File: src/rtl/dtmf_pkg.sv
// Shared DTMF definitions: keypad geometry, decoder states and the
// row/column to key-code map used by both the tone selector and the decoder.
package dtmf_pkg;

  localparam int unsigned DTMF_ROWS   = 4;
  localparam int unsigned DTMF_COLS   = 4;
  localparam int unsigned DTMF_IDX_W  = 2;
  localparam int unsigned DTMF_CODE_W = 4;

  typedef enum logic [1:0] {
    IDLE    = 2'd0,
    QUALIFY = 2'd1,
    PRESSED = 2'd2,
    RELEASE = 2'd3
  } dtmf_state_e;

  // Keypad map: rows 0-2 are the telephone digits, row 3 carries E/0/F/D.
  function automatic logic [DTMF_CODE_W-1:0] dtmf_code(
    input logic [DTMF_IDX_W-1:0] row,
    input logic [DTMF_IDX_W-1:0] col
  );
    logic [DTMF_CODE_W-1:0] code;
    code = 4'h0;
    case ({row, col})
      4'b00_00: code = 4'h1;
      4'b00_01: code = 4'h2;
      4'b00_10: code = 4'h3;
      4'b00_11: code = 4'hA;
      4'b01_00: code = 4'h4;
      4'b01_01: code = 4'h5;
      4'b01_10: code = 4'h6;
      4'b01_11: code = 4'hB;
      4'b10_00: code = 4'h7;
      4'b10_01: code = 4'h8;
      4'b10_10: code = 4'h9;
      4'b10_11: code = 4'hC;
      4'b11_00: code = 4'hE;
      4'b11_01: code = 4'h0;
      4'b11_10: code = 4'hF;
      4'b11_11: code = 4'hD;
      default:  code = 4'h0;
    endcase
    return code;
  endfunction

  function automatic logic dtmf_pair_valid(
    input logic [DTMF_ROWS-1:0] row,
    input logic [DTMF_COLS-1:0] col
  );
    return ($countones(row) == 1) && ($countones(col) == 1);
  endfunction

endpackage

File: src/rtl/dtmf_pair_encode.sv
// Combinational one-hot row/column pair to key-code encoder.
module dtmf_pair_encode
  import dtmf_pkg::*;
(
  input  logic [DTMF_ROWS-1:0]   i_row,
  input  logic [DTMF_COLS-1:0]   i_col,
  output logic                   o_pair_ok_c,
  output logic [DTMF_CODE_W-1:0] o_code_c
);

  logic [DTMF_IDX_W-1:0] w_row_idx;
  logic [DTMF_IDX_W-1:0] w_col_idx;

  always_comb begin
    w_row_idx = '0;
    w_col_idx = '0;
    for (int i = 0; i < DTMF_ROWS; i++) begin
      if (i_row[i]) w_row_idx = DTMF_IDX_W'(i);
    end
    for (int j = 0; j < DTMF_COLS; j++) begin
      if (i_col[j]) w_col_idx = DTMF_IDX_W'(j);
    end
    o_pair_ok_c = dtmf_pair_valid(i_row, i_col);
    o_code_c    = dtmf_code(w_row_idx, w_col_idx);
  end

endmodule

File: src/rtl/dtmf_key_decoder.sv
// DTMF key decoder: qualifies a stable row/column pair, reports it through a
// one-entry valid/ack holding register and enforces a quiet gap between keys.
module dtmf_key_decoder
  import dtmf_pkg::*;
#(
  parameter int unsigned ON_CYCLES  = 40,
  parameter int unsigned OFF_CYCLES = 20
) (
  input  logic                   clk,
  input  logic                   rst_n,
  input  logic                   en,
  input  logic [DTMF_ROWS-1:0]   row_det,
  input  logic [DTMF_COLS-1:0]   col_det,
  input  logic                   key_ack,
  output logic [DTMF_CODE_W-1:0] key_code,
  output logic                   key_valid,
  output logic                   key_down,
  output logic                   overrun,
  output logic                   pair_err
);

  localparam int unsigned CNT_MAX = (ON_CYCLES > OFF_CYCLES) ? ON_CYCLES : OFF_CYCLES;
  localparam int unsigned CNT_W   = $clog2(CNT_MAX + 1);

  logic [DTMF_ROWS-1:0]   r_row;
  logic [DTMF_COLS-1:0]   r_col;
  dtmf_state_e            r_state;
  dtmf_state_e            w_state_n;
  logic [CNT_W-1:0]       r_cnt;
  logic [CNT_W-1:0]       w_cnt_n;
  logic [DTMF_CODE_W-1:0] r_cap;
  logic [DTMF_CODE_W-1:0] w_cap_n;
  logic                   w_commit;
  logic                   w_ok;
  logic [DTMF_CODE_W-1:0] w_code;
  logic                   w_same;
  logic                   w_quiet;
  logic [DTMF_CODE_W-1:0] w_key_code_n;
  logic                   w_key_valid_n;
  logic                   w_key_down_n;
  logic                   w_overrun_n;

  dtmf_pair_encode u_encode (
    .i_row       (r_row),
    .i_col       (r_col),
    .o_pair_ok_c (w_ok),
    .o_code_c    (w_code)
  );

  assign w_same  = w_ok && (w_code == r_cap);
  assign w_quiet = ~(|r_row) && ~(|r_col);

  // Input capture; pair_err is formed from the same sample so it lines up with the registered copies.
  always_ff @(posedge clk or negedge rst_n) begin
    if (!rst_n) begin
      r_row    <= '0;
      r_col    <= '0;
      pair_err <= 1'b0;
    end else begin
      r_row    <= row_det;
      r_col    <= col_det;
      pair_err <= ((|row_det) || (|col_det)) && !dtmf_pair_valid(row_det, col_det);
    end
  end

  always_ff @(posedge clk or negedge rst_n) begin
    if (!rst_n) begin
      r_state <= IDLE;
      r_cnt   <= '0;
      r_cap   <= '0;
    end else begin
      r_state <= w_state_n;
      r_cnt   <= w_cnt_n;
      r_cap   <= w_cap_n;
    end
  end

  always_comb begin
    w_state_n = r_state;
    w_cnt_n   = r_cnt;
    w_cap_n   = r_cap;
    w_commit  = 1'b0;
    if (!en) begin
      w_state_n = IDLE;
      w_cnt_n   = '0;
    end else begin
      case (r_state)
        IDLE: begin
          if (w_ok) begin
            w_cap_n   = w_code;
            w_cnt_n   = CNT_W'(1);
            w_state_n = QUALIFY;
          end
        end
        QUALIFY: begin
          if (w_same) begin
            if (r_cnt >= CNT_W'(ON_CYCLES)) begin
              w_commit  = 1'b1;
              w_cnt_n   = '0;
              w_state_n = PRESSED;
            end else begin
              w_cnt_n = r_cnt + CNT_W'(1);
            end
          end else if (w_ok) begin
            w_cap_n = w_code;
            w_cnt_n = CNT_W'(1);
          end else begin
            w_cnt_n   = '0;
            w_state_n = IDLE;
          end
        end
        PRESSED: begin
          if (!w_same) begin
            w_cnt_n   = '0;
            w_state_n = RELEASE;
          end
        end
        RELEASE: begin
          // Any activity restarts the quiet gap; the gap ends on the edge the count reaches OFF_CYCLES.
          if (!w_quiet) begin
            w_cnt_n = '0;
          end else if (r_cnt >= CNT_W'(OFF_CYCLES - 1)) begin
            w_cnt_n   = '0;
            w_state_n = IDLE;
          end else begin
            w_cnt_n = r_cnt + CNT_W'(1);
          end
        end
        default: begin
          w_cnt_n   = '0;
          w_state_n = IDLE;
        end
      endcase
    end
  end

  // Holding register next values: an ack frees the slot, a commit refills it or flags overrun.
  always_comb begin
    w_key_code_n  = key_code;
    w_key_valid_n = key_valid;
    w_overrun_n   = overrun;
    w_key_down_n  = (w_state_n == PRESSED);
    if (key_ack && key_valid) begin
      w_key_valid_n = 1'b0;
      w_overrun_n   = 1'b0;
    end
    if (w_commit) begin
      if (!key_valid || key_ack) begin
        w_key_code_n  = r_cap;
        w_key_valid_n = 1'b1;
      end else begin
        w_overrun_n = 1'b1;
      end
    end
  end

  always_ff @(posedge clk or negedge rst_n) begin
    if (!rst_n) begin
      key_code  <= '0;
      key_valid <= 1'b0;
      key_down  <= 1'b0;
      overrun   <= 1'b0;
    end else begin
      key_code  <= w_key_code_n;
      key_valid <= w_key_valid_n;
      key_down  <= w_key_down_n;
      overrun   <= w_overrun_n;
    end
  end

endmodule

File: config.mk
export PLATFORM = sky130hd
export DESIGN_NAME = dtmf_key_decoder
export DESIGN_NICKNAME = d
export VERILOG_FILES = /design/src/rtl/dtmf_pkg.sv /design/src/rtl/dtmf_pair_encode.sv /design/src/rtl/dtmf_key_decoder.sv
export SDC_FILE = /design/constraint.sdc
export NUM_CORES = 1
export LEC_CHECK = 0
export ABC_AREA = 0
export CORE_MARGIN = 2
export CORE_UTILIZATION = 30
export CTS_CLUSTER_DIAMETER = 200
export DETAILED_ROUTE_END_ITERATION = 8
export PLACE_DENSITY = 0.48
export SLEW_MARGIN = 20
export SYNTH_ARGS = -nofsm -noshare
export SYNTH_HDL_FRONTEND = slang
export SYNTH_SLANG_ARGS = --single-unit
File: constraint.sdc
create_clock -name clk -period 8.6 [get_ports clk]
set_input_delay 1.72 -clock clk [delete_from_list [all_inputs] [get_ports clk]]
set_output_delay 1.72 -clock clk [all_outputs]
set_load 0.05 [all_outputs]
# Yosys cells after proc, flatten, opt, wreduce, memory -nomap -nowiden
# Memories as Yosys holds them, arrays and structs flattened.
# Index checks and enable logic that the tools add are counted.
dict set report word_totals {
  ff_bits 28
  rom_bits 64
  input_bits 12
  out_inout_bits 8
  elab_cells 96
  mem_count 1
}
# name depth width read_ports rd_ports_with_merged_regs write_ports line_no
set memory_table {}
lappend memory_table {{(no name shown)} 16 4 1 0 0 dtmf_pkg.sv:24} ;# case ({row, col})
dict set report classes {
  addsub 13
  order_cmp 2
  n_eq_ne 12
  muxes 37
  n_bitwise 2
  n_reduce_logical 19
}
# cell n
set ops {}
lappend ops {{adder 32 bit} 2}
lappend ops {{== test 32 x 2 -> 1 bit, second input constant} 2}
lappend ops {{2-to-1 mux 6 bit} 7}
lappend ops {{2-to-1 mux 2 bit} 12}
lappend ops {{one-hot mux 6 bit (4 select lines)} 1}
lappend ops {{adder 1 x 1 -> 2 bit} 8}
lappend ops {{OR reduction 4 bit} 4}
lappend ops {{2-to-1 mux 1 bit} 13}
lappend ops {{2-to-1 mux 4 bit} 2}
lappend ops {{one-hot mux 2 bit (4 select lines)} 1}
lappend ops {{one-hot mux 4 bit (2 select lines)} 1}
lappend ops {{adder 2 x 2 -> 3 bit} 2}
lappend ops {{adder 6 x 1 -> 6 bit, second input constant} 1}
lappend ops {{== test 2 bit, second input constant} 3}
lappend ops {{== test 3 x 1 -> 1 bit, second input constant} 2}
lappend ops {{greater-or-equal comparator 6 x 5 -> 1 bit, second input constant} 1}
lappend ops {{greater-or-equal comparator 6 bit, second input constant} 1}
lappend ops {{logical AND 1 bit} 6}
lappend ops {{inequality test 3 bit, second input constant} 2}
lappend ops {{== test 4 bit} 1}
lappend ops {{AND reduction 2 bit} 2}
lappend ops {{AND reduction 3 bit} 1}
lappend ops {{== test 2 x 1 -> 1 bit, second input constant} 1}
lappend ops {{logical NOT 1 bit} 2}
lappend ops {{5 further kinds} 7}

# Depth between registers and ports, before layout
# Gate-level depths: netlist of run 1.
# An unclocked memory read counts as a cell.
dict set report logic_depth {
  depth_word 10
  ltp_mapped 12
  ltp_nobuf 11
}

# Cells and area by module
# A second synthesis of run 1 with hierarchy kept.
dict set report unflattened {
  cells_unflattened 167
  hier_area_um2 1841.8
}
# mod n_inst cells_each area_per_inst_um2 seq_area_each_um2
set by_module_without_submodules {}
lappend by_module_without_submodules {dtmf_key_decoder 1 129 1527.7 700.7}
lappend by_module_without_submodules {dtmf_pair_encode 1 38 314.1 0.0}

# Least setup slack after synthesis of run 1
# No wires, ideal clock.
dict set report synth_path {
  path_kind {in2reg}
  start {input row_det[0]}
  end {register pair_err}
  setup_time_ns 0.131
  t_arrival_ns 3.073
  required_ns 8.469
  slack_ns 5.396
  path_stages 8
  path_buffers 0
  path_cell_list {inv_1 -> fa_1 -> inv_1 -> ha_1 -> ha_1 -> nand4bb_1 -> nor3_1 -> a31oi_1}
}
dict set report synth_via {
  elab_chain_len 6
  word_cells_on_any_way 8
  classes_between {add/sub: 2; eq/ne: 1; reduce/logical: 5}
}
# item line_no
set synth_rtl {}
lappend synth_rtl {{start, declared} dtmf_key_decoder.sv:12} ;# input logic [DTMF_ROWS-1:0] row_det,
lappend synth_rtl {{adder 1 x 1 -> 2 bit (implied by the code)} dtmf_pkg.sv:50} ;# return ($countones(row) == 1) && ($countones(col) == 1);
lappend synth_rtl {{adder 2 x 2 -> 3 bit (implied by the code)} dtmf_pkg.sv:50}
lappend synth_rtl {{== test 3 x 1 -> 1 bit} dtmf_pkg.sv:50}
lappend synth_rtl {{logical AND 1 bit} dtmf_pkg.sv:50}
lappend synth_rtl {{logical NOT 1 bit} dtmf_key_decoder.sv:62} ;# pair_err <= ((|row_det) || (|col_det)) && !dtmf_pair_valid(row_det, col_det);
lappend synth_rtl {{logical AND 1 bit (*)} dtmf_key_decoder.sv:62}
lappend synth_rtl {{end signal, assigned} dtmf_key_decoder.sv:62}
lappend synth_rtl {{end, declared} dtmf_key_decoder.sv:19} ;# output logic pair_err
# Mark *: on every way between the ends. The rest lies on a longest branch, timed or not.
# A chain may end at the register's enable or synchronous reset.

# Worst setup path after layout of run 1
dict set report layout_path {
  start {register r_row[3]}
  end {register r_cnt[5]}
}
dict set report layout_via {
  elab_chain_len 8
  word_cells_on_any_way 18
  classes_between {add/sub: 2; eq/ne: 4; mux: 5; bitwise: 1; reduce/logical: 5; memory: 1}
}
# item line_no
set layout_rtl {}
lappend layout_rtl {{start, declared} dtmf_key_decoder.sv:25} ;# logic [DTMF_ROWS-1:0] r_row;
lappend layout_rtl {{start signal, assigned} dtmf_key_decoder.sv:60} ;# r_row <= row_det;
lappend layout_rtl {{adder 1 x 1 -> 2 bit (implied by the code)} dtmf_pkg.sv:50}
lappend layout_rtl {{adder 32 bit (implied by the code)} dtmf_pkg.sv:50}
lappend layout_rtl {{== test 32 x 2 -> 1 bit} dtmf_pkg.sv:50}
lappend layout_rtl {{logical AND 1 bit} dtmf_pkg.sv:50}
lappend layout_rtl {{logical AND 1 bit} dtmf_key_decoder.sv:50} ;# assign w_same = w_ok && (w_code == r_cap);
lappend layout_rtl {{2-to-1 mux 6 bit} dtmf_key_decoder.sv:96} ;# if (w_same) begin
lappend layout_rtl {{one-hot mux 6 bit (4 select lines)} dtmf_key_decoder.sv:87} ;# case (r_state)
lappend layout_rtl {{2-to-1 mux 6 bit} dtmf_key_decoder.sv:83} ;# if (!en) begin
lappend layout_rtl {{end signal, assigned} dtmf_key_decoder.sv:73} ;# r_cnt <= w_cnt_n;
lappend layout_rtl {{end, declared} dtmf_key_decoder.sv:29} ;# logic [CNT_W-1:0] r_cnt;
# Parallel ways exist; a longest one is shown, timed or not.

==> results.ini, run 1 <==
[synth]
ys.flop_type=dfrtp_1
synth_top_area_frac=0.350
ys_warn_count=0
seq_area_frac_synth=0.350
synth_nets=242
ys_async_sr_fraction=1.00
synth_cell_types=55
yosysTopAreaCell=dfrtp_1
netlist_area_mm2=0.00200
synthCells=203
synth-edff-count=0
postSynthAreaPerCell_um2=9.86
ys_seq_elements=28
ys_top_cells_by_area=dfrtp_1 35%, ha_1 14%, inv_1 5.3%, fa_1 4.0%, nand2_1 3.2%

[timing]
rsz0062_at_grt=no
setup_viol=0
hold_violations=0
maxSlewHeadroom=0.618
slew_violations=0
post-route-period-util=0.407
worst_slew_pin_slew_ns=0.559
finClkSkew_ns=0.00504
tns_ns=0
clock.fmax_ghz=0.285
post-route-min-period_ns=3.50

[layout]
layout.nets=264
nFillCells=662
drive_above_1_share=0.108
diodes=0
area_growth_pct=15.8
layout_common_cells=28 x inv_1, 28 x dfrtp_1, 23 x ha_1, 19 x clkdlybuf4s50_1, 17 x nand2_1

[clocking]
htreeDepth=1
cts_sinks=28
post_cts_resized=0
insertion_delay_ns=0.27
cts_root_buf=clkbuf_8
numCtsBuffers=3
cts_tree=built
clk_path_buf_depth=2
cts_setup_buffers=0
holdBufCountCts=0
clk_pin_slew_worst_paths_ns=0.09

[power_and_ir_drop]
vdd_ir_drop_max_mv=0.0892
power_frac_clock=0.231
power_switching_w=0.0000955
p_int_w=0.000210
combPwrFrac=0.255
powerDensity_mw_per_mm2=132
fin_total_pwr_w=0.000305
netSwitchingFraction=0.313
seqPwrFrac=0.514
power_leakage_nw=1.10

[grt]
grt_pass1_wl_um=6560
grt.met1_usage=0.155
track_usage=0.110
grt_overflow=0
use_met3=0.0192
grt_max_degree=29
gr-max-usage-layer=met2
grt_use_met2=0.173
grt_pass1_vias=1410
antenna_found_initial=0

[floorplan]
dieWidth_um=85.7
die_h_um=85.7
die_area_mm2=0.00734
num_rows=29
ios=20
start_util=0.313
core_mm2=0.00639

[status]
run_status=completed

[route]
first_pass_iters=4
postRouteAntennaNets=0
drt_iter0_drc=64
vias_per_cell=4.77
drt-total-wl_um=3710
drc_errors=0
routedWlPerCell_um=12.4
vias=1431

[place]
dp_hpwl_um=2970
place.gp.congestion=0.745
numPortBuffers=19

[hold_path]
holdCritPathClass=flip-flop to flip-flop

[setup_path]
critPathCaptureType=flip-flop
setup.worst_path.start_class=flip-flop
required_ns=8.81
worstSetupPathType=flip-flop to flip-flop
crit_arrival_ns=3.72
worstPathMaxFanout=6

[flow_run]
drv_cap=0

[final timing paths]
check                                           to  slack [ns]                     from  cells after the start
hold reg to reg            key_code[2]$_DFFE_PN0P_        0.52  key_code[2]$_DFFE_PN0P_                      1
min in group asynchronous        overrun$_DFF_PN0_        1.82                    rst_n                      2
setup reg to reg              r_cnt[5]$_DFFE_PN0P_        5.10       r_row[3]$_DFF_PN0_                     11
max in group asynchronous     r_state[1]$_DFF_PN0_        6.51                    rst_n                      2
setup / recovery              r_cnt[5]$_DFFE_PN0P_        5.10       r_row[3]$_DFF_PN0_                     11
hold / removal             key_code[2]$_DFFE_PN0P_        0.52  key_code[2]$_DFFE_PN0P_                      1
[cell type report]
cell class | instances | area [um2] | share of cell area
Multi-Input combinational cell | 144 | 1170 | 0.507
Sequential cell | 28 | 701 | 0.303
Timing Repair Buffer | 20 | 198 | 0.0854
Inverter | 28 | 105 | 0.0454
Tap cell | 77 | 96.3 | 0.0416
Clock buffer | 3 | 41.3 | 0.0178
[critical path, stage by stage (launching register included)]
cell and delay (ns):
dfrtp_1 0.45, inv_1 0.14, ha_1 0.29, ha_1 0.19
fa_1 0.42, or4b_2 0.73, nor3_2 0.33, and3_1 0.23
and2_1 0.13, a41oi_1 0.24, a21oi_1 0.20, a21o_1 0.10
[power groups by stage]
stage | combinational [W] | sequential (W) | clock, W
after floorplan | 0.0000589 | 0.000157 | 0
after global placement | 0.0000789 | 0.000160 | 0
after global routing | 0.0000914 | 0.000159 | 0.0000796
after CTS | 0.0000797 | 0.000157 | 0.0000740
after detailed placement | 0.0000791 | 0.000160 | 0
final | 0.0000779 | 0.000157 | 0.0000704
[state kept, by name, summed over array words and instances (netlist names)]
signal	cells
key_code	4
key_down	1
key_valid	1
overrun	1
pair_err	1
r_cap	4
r_cnt	6
r_col	4
r_row	4
r_state	2
[cells by family after synthesis]
group	count (synthesis)	share of synthesized area
AOI/OAI and AO/OA	44	0.150
muxes	6	0.0469
adders and majority gates	27	0.184
buffers and inverters	31	0.0625
and+or+nand+nor	65	0.198
xor gates and xnor gates	2	0.00876
DFF	28	0.350
[layer usage]
layer | vias up | share of wire
met5 | - | 0
met4 | 0 | 0.013
met3 | 4 | 0.035
met2 | 30 | 0.44
met1 | 647 | 0.51
li1 | 750 | -
[metrics by stage]
| step | cell area, um2 | hold WS, ns | setup slack, ns | utilization | std cells |
|---|---|---|---|---|---|
| 2_1_floorplan | 2000 | 0.488 | 5.40 | - | 203 |
| 3_3_place_gp | 2270 | 0.497 | 4.86 | 0.356 | 297 |
| 3_5_place_dp | 2270 | 0.500 | 4.81 | 0.356 | 297 |
| 4_1_cts | 2320 | 0.522 | 5.06 | 0.363 | 300 |
| 5_1_grt | 2320 | 0.528 | 4.81 | 0.363 | 300 |
| 6_report | 2320 | 0.515 | 5.10 | 0.363 | 300 |
[synthesized netlist by cell type (2+ instances only)]
master / number
nor3_1: 2
fa_1: 4
o21a_1: 2
nor2_1: 6
and3_1: 3
a21boi_0: 2
nand2b_1: 5
o21ai_0: 9
a41oi_1: 3
nand2_1: 17
ha_1: 23
or3_1: 2
inv_1: 28
mux2_4: 4
a31oi_1: 3
nor2b_1: 4
dfrtp_1: 28
nand4_1: 4
or2_2: 2
a21o_1: 4
and2_1: 3
a21oi_1: 9
nand3_1: 4
(Power assumes the default switching activity.)
==> run 2, diff against run 1 <==
==> constraint.sdc (replaced) <==
create_clock -name clk -period 3.5 [get_ports clk]
set_input_delay 0.7 -clock clk [delete_from_list [all_inputs] [get_ports clk]]
set_output_delay 0.7 -clock clk [all_outputs]
set_load 0.05 [all_outputs]
==> run 2 against run 1 <==
Net effect:
- via count increased by 3.9%
- largest cell class unchanged
- clock skew decreased by 0.0014 ns
- highest routed layer unchanged
- sequential power increased by 150%
==> results.ini, run 2 (synthesis results as in run 1) <==
[setup_path]
required_ns=3.72  ; was 8.81 ns
crit_arrival_ns=3.47  ; was 3.72 ns
cp.buffers_inverters=1  ; unchanged
critPathCaptureType=flip-flop  ; unchanged
cp_top_family=simple AND/OR/NAND/NOR gates  ; unchanged
cpMaxStageDelayCell=or4b_2  ; unchanged
crit_path_frequent_cell=ha_1  ; unchanged
setup.worst_path.start_class=flip-flop  ; unchanged
max_stage_delay_ns=0.74  ; was 0.73 ns
worstPathMaxFanout=6  ; unchanged
crit_path_cell_trace=inv_2 > ha_1 > ha_1 > fa_1 > or4b_2 > nor3_4 > and3_1 > and2_1 > a41oi_1 > a21oi_1 > a21o_1  ; was inv_1 > ha_1 > ha_1 > fa_1 > or4b_2 > nor3_2 > and3_1 > and2_1 > a41oi_1 > a21oi_1 > a21o_1
worstSetupPathType=flip-flop to flip-flop  ; unchanged

[clocking]
numCtsBuffers=3  ; unchanged
cts_setup_buffers=0  ; unchanged
cts_tree=built  ; unchanged
cts_root_buf=clkbuf_8  ; unchanged
clk_path_buf_depth=2  ; unchanged
holdBufCountCts=0  ; unchanged
insertion_delay_ns=0.28  ; was 0.27 ns
clk_pin_slew_worst_paths_ns=0.10  ; was 0.09 ns
htreeDepth=1  ; unchanged
cts_sinks=28  ; unchanged

[layout]
regMostFlops=r_cnt  ; unchanged
area_growth_pct=17.3  ; was 15.8%
largest_reg_flops=6  ; unchanged
fin_util=0.367  ; was 0.363
instances_no_fill=302  ; was 300
layout_common_cells=27 x inv_1, 26 x dfrtp_1, 23 x ha_1, 19 x clkdlybuf4s50_1, 17 x nand2_1  ; was 28 x inv_1, 28 x dfrtp_1, 23 x ha_1, 19 x clkdlybuf4s50_1, 17 x nand2_1
layout.nets=265  ; was 264
mostFrequentLayoutCell=inv_1
diodes=0  ; unchanged
nFillCells=644  ; was 662
drive_above_1_share=0.129  ; was 0.108

[route]
drt-total-wl_um=3930  ; was 3710 um
vias=1487  ; was 1431
vias_per_cell=4.92  ; was 4.77
drc_errors=0  ; unchanged
drt_iter0_drc=77  ; was 64
first_pass_iters=5  ; was 4
postRouteAntennaNets=0  ; unchanged
routedWlPerCell_um=13.0  ; was 12.4 um

[hold_path]
holdCritPathClass=flip-flop to flip-flop  ; unchanged

[power_and_ir_drop]
power_frac_clock=0.260  ; was 0.231
netSwitchingFraction=0.320  ; was 0.313
combPwrFrac=0.253  ; was 0.255
vdd_ir_drop_max_mv=0.193  ; was 0.0892 mV
p_int_w=0.000541  ; was 0.000210 W
power_switching_w=0.000255  ; was 0.0000955 W
power_leakage_nw=1.11  ; was 1.10 nW
seqPwrFrac=0.487  ; was 0.514
powerDensity_mw_per_mm2=339  ; was 132 mW/mm2

[grt]
grt_overflow=0  ; unchanged
track_usage=0.116  ; was 0.110
antenna_found_initial=0  ; unchanged
grt_pass1_vias=1490  ; was 1410
grt_max_degree=29  ; unchanged
grt_pass1_wl_um=6950  ; was 6560 um

[place]
numPortBuffers=19  ; unchanged
dp_cells=298  ; was 297
place.gp.congestion=0.855  ; was 0.745
dp_hpwl_um=3120  ; was 2970 um

[floorplan]
die_area_mm2=0.00734  ; unchanged
die_h_um=85.7  ; unchanged
num_rows=29  ; unchanged
dieWidth_um=85.7  ; unchanged
ios=20  ; unchanged
start_util=0.313  ; unchanged
core_mm2=0.00639  ; unchanged

[timing]
clock.fmax_ghz=0.308  ; was 0.285 GHz
post-route-period-util=0.927  ; was 0.407
tns_ns=0  ; unchanged
worst_slew_pin_slew_ns=0.498  ; was 0.559 ns
maxSlewHeadroom=0.660  ; was 0.618
post-route-min-period_ns=3.24  ; was 3.50 ns
hold_violations=0  ; unchanged
slew_violations=0  ; unchanged
setup_viol=0  ; unchanged
finClkSkew_ns=0.00367  ; was 0.00504 ns

[status]
run_status=completed  ; unchanged

[flow_run]
drv_cap=0  ; unchanged

-- run 2: cell count changes in the layout (fill, tap and decap cells not counted), sizes merged --
cell	delta
buf	+1
clkbuf	+1
-- run 2: final cells by class --
class                           count  area [um2]  area share
Multi-Input combinational cell    144        1180       0.503
Inverter                           28         105      0.0448
Clock buffer                        4        55.1      0.0235
Timing Repair Buffer               21         205      0.0875
Tap cell                           77        96.3      0.0411
Sequential cell                    28         703       0.300
-- run 2: what timing repair did --
item                                    4_1_cts  5_1_grt
endpoints found under the setup margin        0        7
resized for setup                             0        4
endpoints found under the hold margin         0        0
-- run 2: worst reg2reg max path, stage by stage (launching register included) --
cell and delay [ns]:
dfrtp_2 0.45, inv_2 0.10, ha_1 0.24, ha_1 0.19
fa_1 0.41, or4b_2 0.74, nor3_4 0.20, and3_1 0.20
and2_1 0.12, a41oi_1 0.24, a21oi_1 0.20, a21o_1 0.10
-- run 2: path summary, 6_finish.rpt --
path,startpoint,endpoint,slack (ns),depth (start not counted)
setup / recovery,r_row[3]$_DFF_PN0_,r_cnt[2]$_DFFE_PN0P_,0.26,11
hold / removal,key_code[2]$_DFFE_PN0P_,key_code[2]$_DFFE_PN0P_,0.52,1
setup reg to reg,r_row[3]$_DFF_PN0_,r_cnt[2]$_DFFE_PN0P_,0.26,11
hold reg to reg,key_code[2]$_DFFE_PN0P_,key_code[2]$_DFFE_PN0P_,0.52,1
max in group asynchronous,rst_n,r_col[3]$_DFF_PN0_,2.42,2
min in group asynchronous,rst_n,key_down$_DFF_PN0_,0.79,2
-- run 2: per-stage QoR --
| step | area [um2] | worst slack [ns] | power, W | hold WS (ns) |
|---|---|---|---|---|
| 2_1_floorplan | 2000 | 0.366 | 0.000531 | 0.404 |
| 3_3_place_gp | 2280 | 0.247 | 0.000596 | 0.497 |
| 3_5_place_dp | 2280 | 0.170 | 0.000595 | 0.501 |
| 4_1_cts | 2340 | 0.168 | 0.000806 | 0.525 |
| 5_1_grt | 2350 | -0.00218 | 0.000851 | 0.547 |
| 6_report | 2350 | 0.255 | 0.000796 | 0.517 |
-- run 2: layer usage --
metal | routed length (um) | share of wire | GRT usage | vias up
met5 | 0 | 0 | 0 | -
met4 | 42 | 0.011 | 0.0390 | 0
met3 | 127 | 0.032 | 0.0125 | 2
met1 | 1970 | 0.50 | 0.165 | 709
met2 | 1790 | 0.46 | 0.184 | 27
li1 | - | - | - | 749
-- run 2: power groups by stage --
stage | combinational, W | clock (W) | sequential [W]
2_1_floorplan | 0.000145 | 0 | 0.000386
3_3_place_gp | 0.000203 | 0 | 0.000393
3_5_place_dp | 0.000200 | 0 | 0.000395
4_1_cts | 0.000201 | 0.000216 | 0.000388
5_1_grt | 0.000233 | 0.000225 | 0.000393
6_report | 0.000201 | 0.000207 | 0.000388
